[src/rtl/bist_engine.sv]
// Logic BIST sequencer: LFSR stimulus, scan shift/capture scheduling, MISR compaction and golden compare.
// Define BIST_SIG_OUT_EN to expose the live MISR value on sig_out for signature characterisation.
module bist_engine #(
  parameter int                 LFSR_W     = 8,
  parameter logic [LFSR_W-1:0]  LFSR_TAPS  = 8'hB8,
  parameter logic [LFSR_W-1:0]  LFSR_SEED  = 8'h01,
  parameter int                 MISR_W     = 16,
  parameter logic [MISR_W-1:0]  MISR_TAPS  = 16'hB400,
  parameter int                 RESP_W     = 3,
  parameter int                 SCAN_LEN   = 8,
  parameter int                 N_PATTERNS = 64,
  parameter logic [MISR_W-1:0]  GOLDEN     = 16'h0000
) (
  input  logic              CLK,
  input  logic              RST,
  input  logic              bist_start,
  input  logic [RESP_W-1:0] resp_in,
  output logic [LFSR_W-1:0] tpg_out,
  output logic              test_mode,
  output logic              scan_en,
  output logic              running,
  output logic              bist_end,
  output logic              pass_fail,
  output logic [2:0]        dbg_state
`ifdef BIST_SIG_OUT_EN
  ,
  output logic [MISR_W-1:0] sig_out
`endif
);

  localparam int SC_W = $clog2(SCAN_LEN + 1);
  localparam int PC_W = $clog2(N_PATTERNS + 1);
  // An all-zero seed would lock the LFSR, so it is promoted to 1.
  localparam logic [LFSR_W-1:0] SEED_EFF = (LFSR_SEED == '0) ? LFSR_W'(1) : LFSR_SEED;

  typedef enum logic [2:0] {
    S_IDLE, S_INIT, S_SHIFT, S_CAPTURE, S_UNLOAD, S_COMPARE, S_DONE
  } state_e;

  state_e            state_q, state_d;
  logic [LFSR_W-1:0] lfsr_q, lfsr_d;
  logic [MISR_W-1:0] misr_q, misr_d;
  logic [SC_W-1:0]   shift_cnt_q, shift_cnt_d;
  logic [PC_W-1:0]   pat_cnt_q, pat_cnt_d;
  logic              pass_q, pass_d;
  logic              advance;
  logic [MISR_W-1:0] resp_ext;

  assign resp_ext = MISR_W'(resp_in);

  always_ff @(posedge CLK or posedge RST) begin
    if (RST) begin
      state_q     <= S_IDLE;
      lfsr_q      <= SEED_EFF;
      misr_q      <= '0;
      shift_cnt_q <= '0;
      pat_cnt_q   <= '0;
      pass_q      <= 1'b0;
    end else begin
      state_q     <= state_d;
      lfsr_q      <= lfsr_d;
      misr_q      <= misr_d;
      shift_cnt_q <= shift_cnt_d;
      pat_cnt_q   <= pat_cnt_d;
      pass_q      <= pass_d;
    end
  end

  always_comb begin
    state_d     = state_q;
    lfsr_d      = lfsr_q;
    misr_d      = misr_q;
    shift_cnt_d = shift_cnt_q;
    pat_cnt_d   = pat_cnt_q;
    pass_d      = pass_q;
    advance     = 1'b0;
    scan_en     = 1'b0;
    running     = 1'b1;
    bist_end    = 1'b0;

    case (state_q)
      S_IDLE: begin
        running = 1'b0;
        if (bist_start) state_d = S_INIT;
      end
      S_INIT: begin
        lfsr_d      = SEED_EFF;
        misr_d      = '0;
        shift_cnt_d = '0;
        pat_cnt_d   = '0;
        pass_d      = 1'b0;
        state_d     = S_SHIFT;
      end
      S_SHIFT, S_UNLOAD: begin
        scan_en = 1'b1;
        advance = 1'b1;
        if (shift_cnt_q == SC_W'(SCAN_LEN - 1)) begin
          shift_cnt_d = '0;
          state_d     = (state_q == S_SHIFT) ? S_CAPTURE : S_COMPARE;
        end else begin
          shift_cnt_d = shift_cnt_q + 1'b1;
        end
      end
      S_CAPTURE: begin
        advance   = 1'b1;
        pat_cnt_d = pat_cnt_q + 1'b1;
        state_d   = (pat_cnt_q + 1'b1 == PC_W'(N_PATTERNS)) ? S_UNLOAD : S_SHIFT;
      end
      S_COMPARE: begin
        pass_d  = (misr_q == GOLDEN);
        state_d = S_DONE;
      end
      S_DONE: begin
        running  = 1'b0;
        bist_end = 1'b1;
        if (bist_start) state_d = S_INIT;
      end
      default: begin
        running = 1'b0;
        state_d = S_IDLE;
      end
    endcase

    // Stimulus and compaction step together, so resp_in is sampled on the LFSR's advancing edge.
    if (advance) begin
      lfsr_d = {lfsr_q[LFSR_W-2:0], ^(lfsr_q & LFSR_TAPS)};
      misr_d = {misr_q[MISR_W-2:0], ^(misr_q & MISR_TAPS)} ^ resp_ext;
    end
  end

  assign tpg_out   = lfsr_q;
  assign test_mode = running;
  assign pass_fail = bist_end & pass_q;
  assign dbg_state = state_q;

`ifdef BIST_SIG_OUT_EN
  assign sig_out = misr_q;
`endif

endmodule

[config.mk]
export PLATFORM = sky130hd
export DESIGN_NAME = bist_engine
export DESIGN_NICKNAME = d
export VERILOG_FILES = /design/src/rtl/bist_engine.sv
export SDC_FILE = /design/constraint.sdc
export NUM_CORES = 1
export LEC_CHECK = 0
export BUFFER_PORTS_ARGS = -buffer_cell sky130_fd_sc_hd__buf_2
export CELL_PAD_IN_SITES_DETAIL_PLACEMENT = 1
export CELL_PAD_IN_SITES_GLOBAL_PLACEMENT = 1
export CORE_MARGIN = 1
export CORE_UTILIZATION = 30
export DETAILED_ROUTE_END_ITERATION = 16
export PLACE_DENSITY_LB_ADDON = 0.1
export SYNTH_ARGS = -nofsm -noshare
export SYNTH_HDL_FRONTEND = slang
export SYNTH_SLANG_ARGS = --single-unit
[constraint.sdc]
create_clock -name CLK -period 1.6 [get_ports CLK]
set_clock_uncertainty 0.2 [all_clocks]
set_input_delay 0.08 -clock CLK [delete_from_list [all_inputs] [get_ports CLK]]
set_output_delay 0.08 -clock CLK [all_outputs]
set_load 0.02 [all_outputs]
==> results.tsv <==
metric	value	unit
status	finished with violations	
failing checks	setup timing	
worst hold slack	0.0747	ns
biggest cell delay along the critical path	0.45	ns
Hold Path Stages	4	
unrepaired setup endpoints after global routing	yes	
synthesized cell area	1830	sq um
final RePlAce weighted congestion	0.743	
Worst Setup End Kind	primary output	
Area Growth Syn to Fin	37.0	%
peak supply drop	0.787	mV
first-pass iteration count of the detailed router	3	
WP data arrival	1.37	ns
Startpoint Class	register	
Design Area, Final	2510	sq um
Int Power	2.62	mW
Hold EP	misr_q[0]	
Core ar.	5920	sq um
critical path's top delay family	flip-flops	
Residual DRC	0	
DPL Wire Length	2910	um
I/O pins	22	
leading area contributor after synthesis	dfrtp_1	
Max FO, Critical Path	4	
#FFs+latches synth	39	
terminus of the critical flop-to-flop path	dbg_state[1]	
Fin. Hold Viols	0	
origin of the critical flop-to-flop path	pat_cnt_q[1]	
area of the multi-input gates	888	sq um
Most used DFF post-synth	dfrtp_1	
GRT Overall Usage	15.9	%
Pins Over Slew Limit	0	
actual slew at the worst max-slew pin	0.507	ns
share of cells above drive strength 1	38.1	%
htree depth	2	
final period utilization	103	%
P per Cell Area	1660	nW/um^2
slowest stage cell, crit path	dfrtp_2	
Final Non-Filler Cells	298	
antenna violations before repair	0	
CP required	1.32	ns
synthesized instance count	169	
Std-Cell Rows	28	
Net Sw Frac	36.9	%
Async SR Flop Fraction	100	%
clk sinks	39	
GRT overflow	0	
Initial Util	30.9	%
Worst Reg-to-Reg Cells	6	
CTS Buf Count	5	
PnR worst setup slack	-0.0525	ns
Tmin final	1.65	ns
Max-Cap Viols	0	
Port Buffers	21	
clock share of power	16.2	%
CTS clk-pin slew, worst paths	0.08	ns
Post-synth EDFFs	0	
Synth Net Count	178	
Psw	1.53	mW
Power Total	4.16	mW
CTS max path bufs	2	
Area after DPL	2160	sq um
vias in the first global route	1597	
die area	6420	sq um
vias per cell	4.84	
Hold Crit Class	in -> reg	
Avg WL per Cell	14.9	um
largest net degree at the start of global routing	40	
Flop pwr share	44.3	%
fmax	605	MHz
DR iter-0 viols	33	
clock root cell	clkbuf_8	
Clk Latency, worst-skew pair	0.29	ns
YS warnings	0	
Leakage Power	1.12	nW
ranking of synthesized cells by area	dfrtp_1 52%, a22o_1 11%, nand2_1 3.5%, xor2_1 3.3%, o21ai_0 3.0%	
Mean Syn Cell Area	10.8	sq um
Gate power share	39.5	%
# nets final	231	
Slew headroom	66.2	%
placed cell count	273	
crit path buf inv count	2	
Synth cell types	35	
sequential cell area	981	sq um
Reg2Reg Setup Slack	-0.04	ns
final WL	4440	um
Post-Route Utilization	42.4	%
Detail Route Antenna Nets	0	
via count	1441	
sequential area share after synthesis	53.3	%
critical-path cell list	buf_6 > nand2b_4 > o21ai_4 > nand2b_4 > buf_6	
setup violators final	5	
TritonCTS clock tree	done	
WS Path Type	reg -> out	
Die X	80.1	um
die height	80.1	um
filler instances	647	
ANT cells	0	
first-pass GRT wire length	7640	um
Yosys top cell area share	51.9	%
worst hold path startpoint	resp_in[0]	
-- logic make-up (layout without fill, tap and decap cells) --
group	count (synthesis)	count (layout)	synth area share, %
AOI/OAI and AO/OA	53	53	21.0
xor gates and xnor gates	13	13	6.63
adders and majority gates	3	3	2.05
and+or+nand+nor	45	45	12.6
buffers and inverters	16	70	4.37
DFF	39	39	53.3
-- routing by layer --
metal	part of all wire, %	GRT usage [%]	vias up	wire (um)
met4	1.8	7.50	0	80
li1	-	-	707	-
met1	47	19.9	708	2080
met2	49	26.4	19	2170
met5	0	0	-	0
met3	2.5	2.73	7	109
-- cell usage after synthesis, drive strengths merged (2+ instances only) --
cell type   n
a21oi       4
a22o       24
and2        3
buf         8
dfrtp      38
ha          3
inv         8
nand2      17
nand2b      3
nand3       6
nand4       2
nor2        4
nor3        2
nor4        3
o21ai      18
o31ai       2
xnor2       6
xor2        7
-- worst max-delay path by stage --
stage / start / end / slack [ns] / cells after the start
2_1_floorplan: pat_cnt_q[0] / dbg_state[1] / -0.12 / 6
6_report: dbg_state[2] / running / -0.05 / 5
3_3_place_gp: pat_cnt_q[1] / dbg_state[1] / -0.04 / 6
3_5_place_dp: pat_cnt_q[1] / dbg_state[1] / -0.1 / 6
4_1_cts: pat_cnt_q[1] / dbg_state[1] / -0.08 / 6
5_1_grt: pat_cnt_q[1] / dbg_state[1] / -0.12 / 6
-- flip-flops by register name, indices dropped and copies added, names as in the netlist --
register and count:
dbg_state 3, pass_q 1, shift_cnt_q 4, pat_cnt_q 7, misr_q 16, tpg_out 8
-- cell type report --
cell class	count	share of cell area [%]
Sequential cell	39	39.1
Multi-Input combinational cell	114	35.4
Timing Repair Buffer	54	16.8
Tap cell	75	3.74
Clock buffer	5	2.74
Inverter	8	1.40
Clock inverter	3	0.798
-- cells in the final DEF (no fill, tap or decap), types with 2 or more instances in the layout --
master / n
dfrtp_1: 35
a22o_1: 24
buf_4: 22
buf_2: 17
nand2_1: 14
o21ai_0: 10
buf_6: 10
o21ai_1: 7
inv_1: 6
xor2_1: 5
clkbuf_8: 5
nand3_1: 4
a21oi_1: 4
dlygate4sd3_1: 4
xnor2_1: 3
nor4_1: 3
dfrtp_2: 3
inv_4: 2
nand3_2: 2
nand2_2: 2
nor2_1: 2
o31ai_1: 2
xor2_2: 2
nand2b_4: 2
and2_4: 2
xnor2_2: 2
nor2_4: 2
nor3_1: 2
nand4_1: 2
clkinvlp_4: 2
-- power groups by stage --
stage | Combinational (mW) | Sequential, mW | Clock (mW)
2_1_floorplan | 0.945 | 1.90 | 0
3_3_place_gp | 1.41 | 1.83 | 0
3_5_place_dp | 1.46 | 1.85 | 0
4_1_cts | 1.53 | 1.83 | 0.714
5_1_grt | 1.86 | 1.91 | 0.748
6_report | 1.64 | 1.84 | 0.675
-- what timing repair did --
action / in CTS / in global routing
setup endpoints to repair: 13 / 29
buffers inserted: 5 / 9
pin swaps: 7 / 7
hold endpoints to repair: 42 / 0
gates resized for setup: 11 / 24
hold buffers: 4 / 0
-- metrics by stage --
| stage | setup slack, ns | setup TNS, ns |
|---|---|---|
| finish | -0.0525 | -0.184 |
| global route | -0.120 | -0.851 |
| CTS | -0.0793 | -0.399 |
| detailed placement | -0.0981 | -0.137 |
| global placement | -0.0403 | -0.0403 |
| floorplan | -0.118 | -0.496 |
-- worst min-delay path: stages --
cell and delay (ns):
buf_2 0.09, xor2_1 0.07, xnor2_1 0.16, a22o_1 0.14
(Power assumes the default switching activity.)
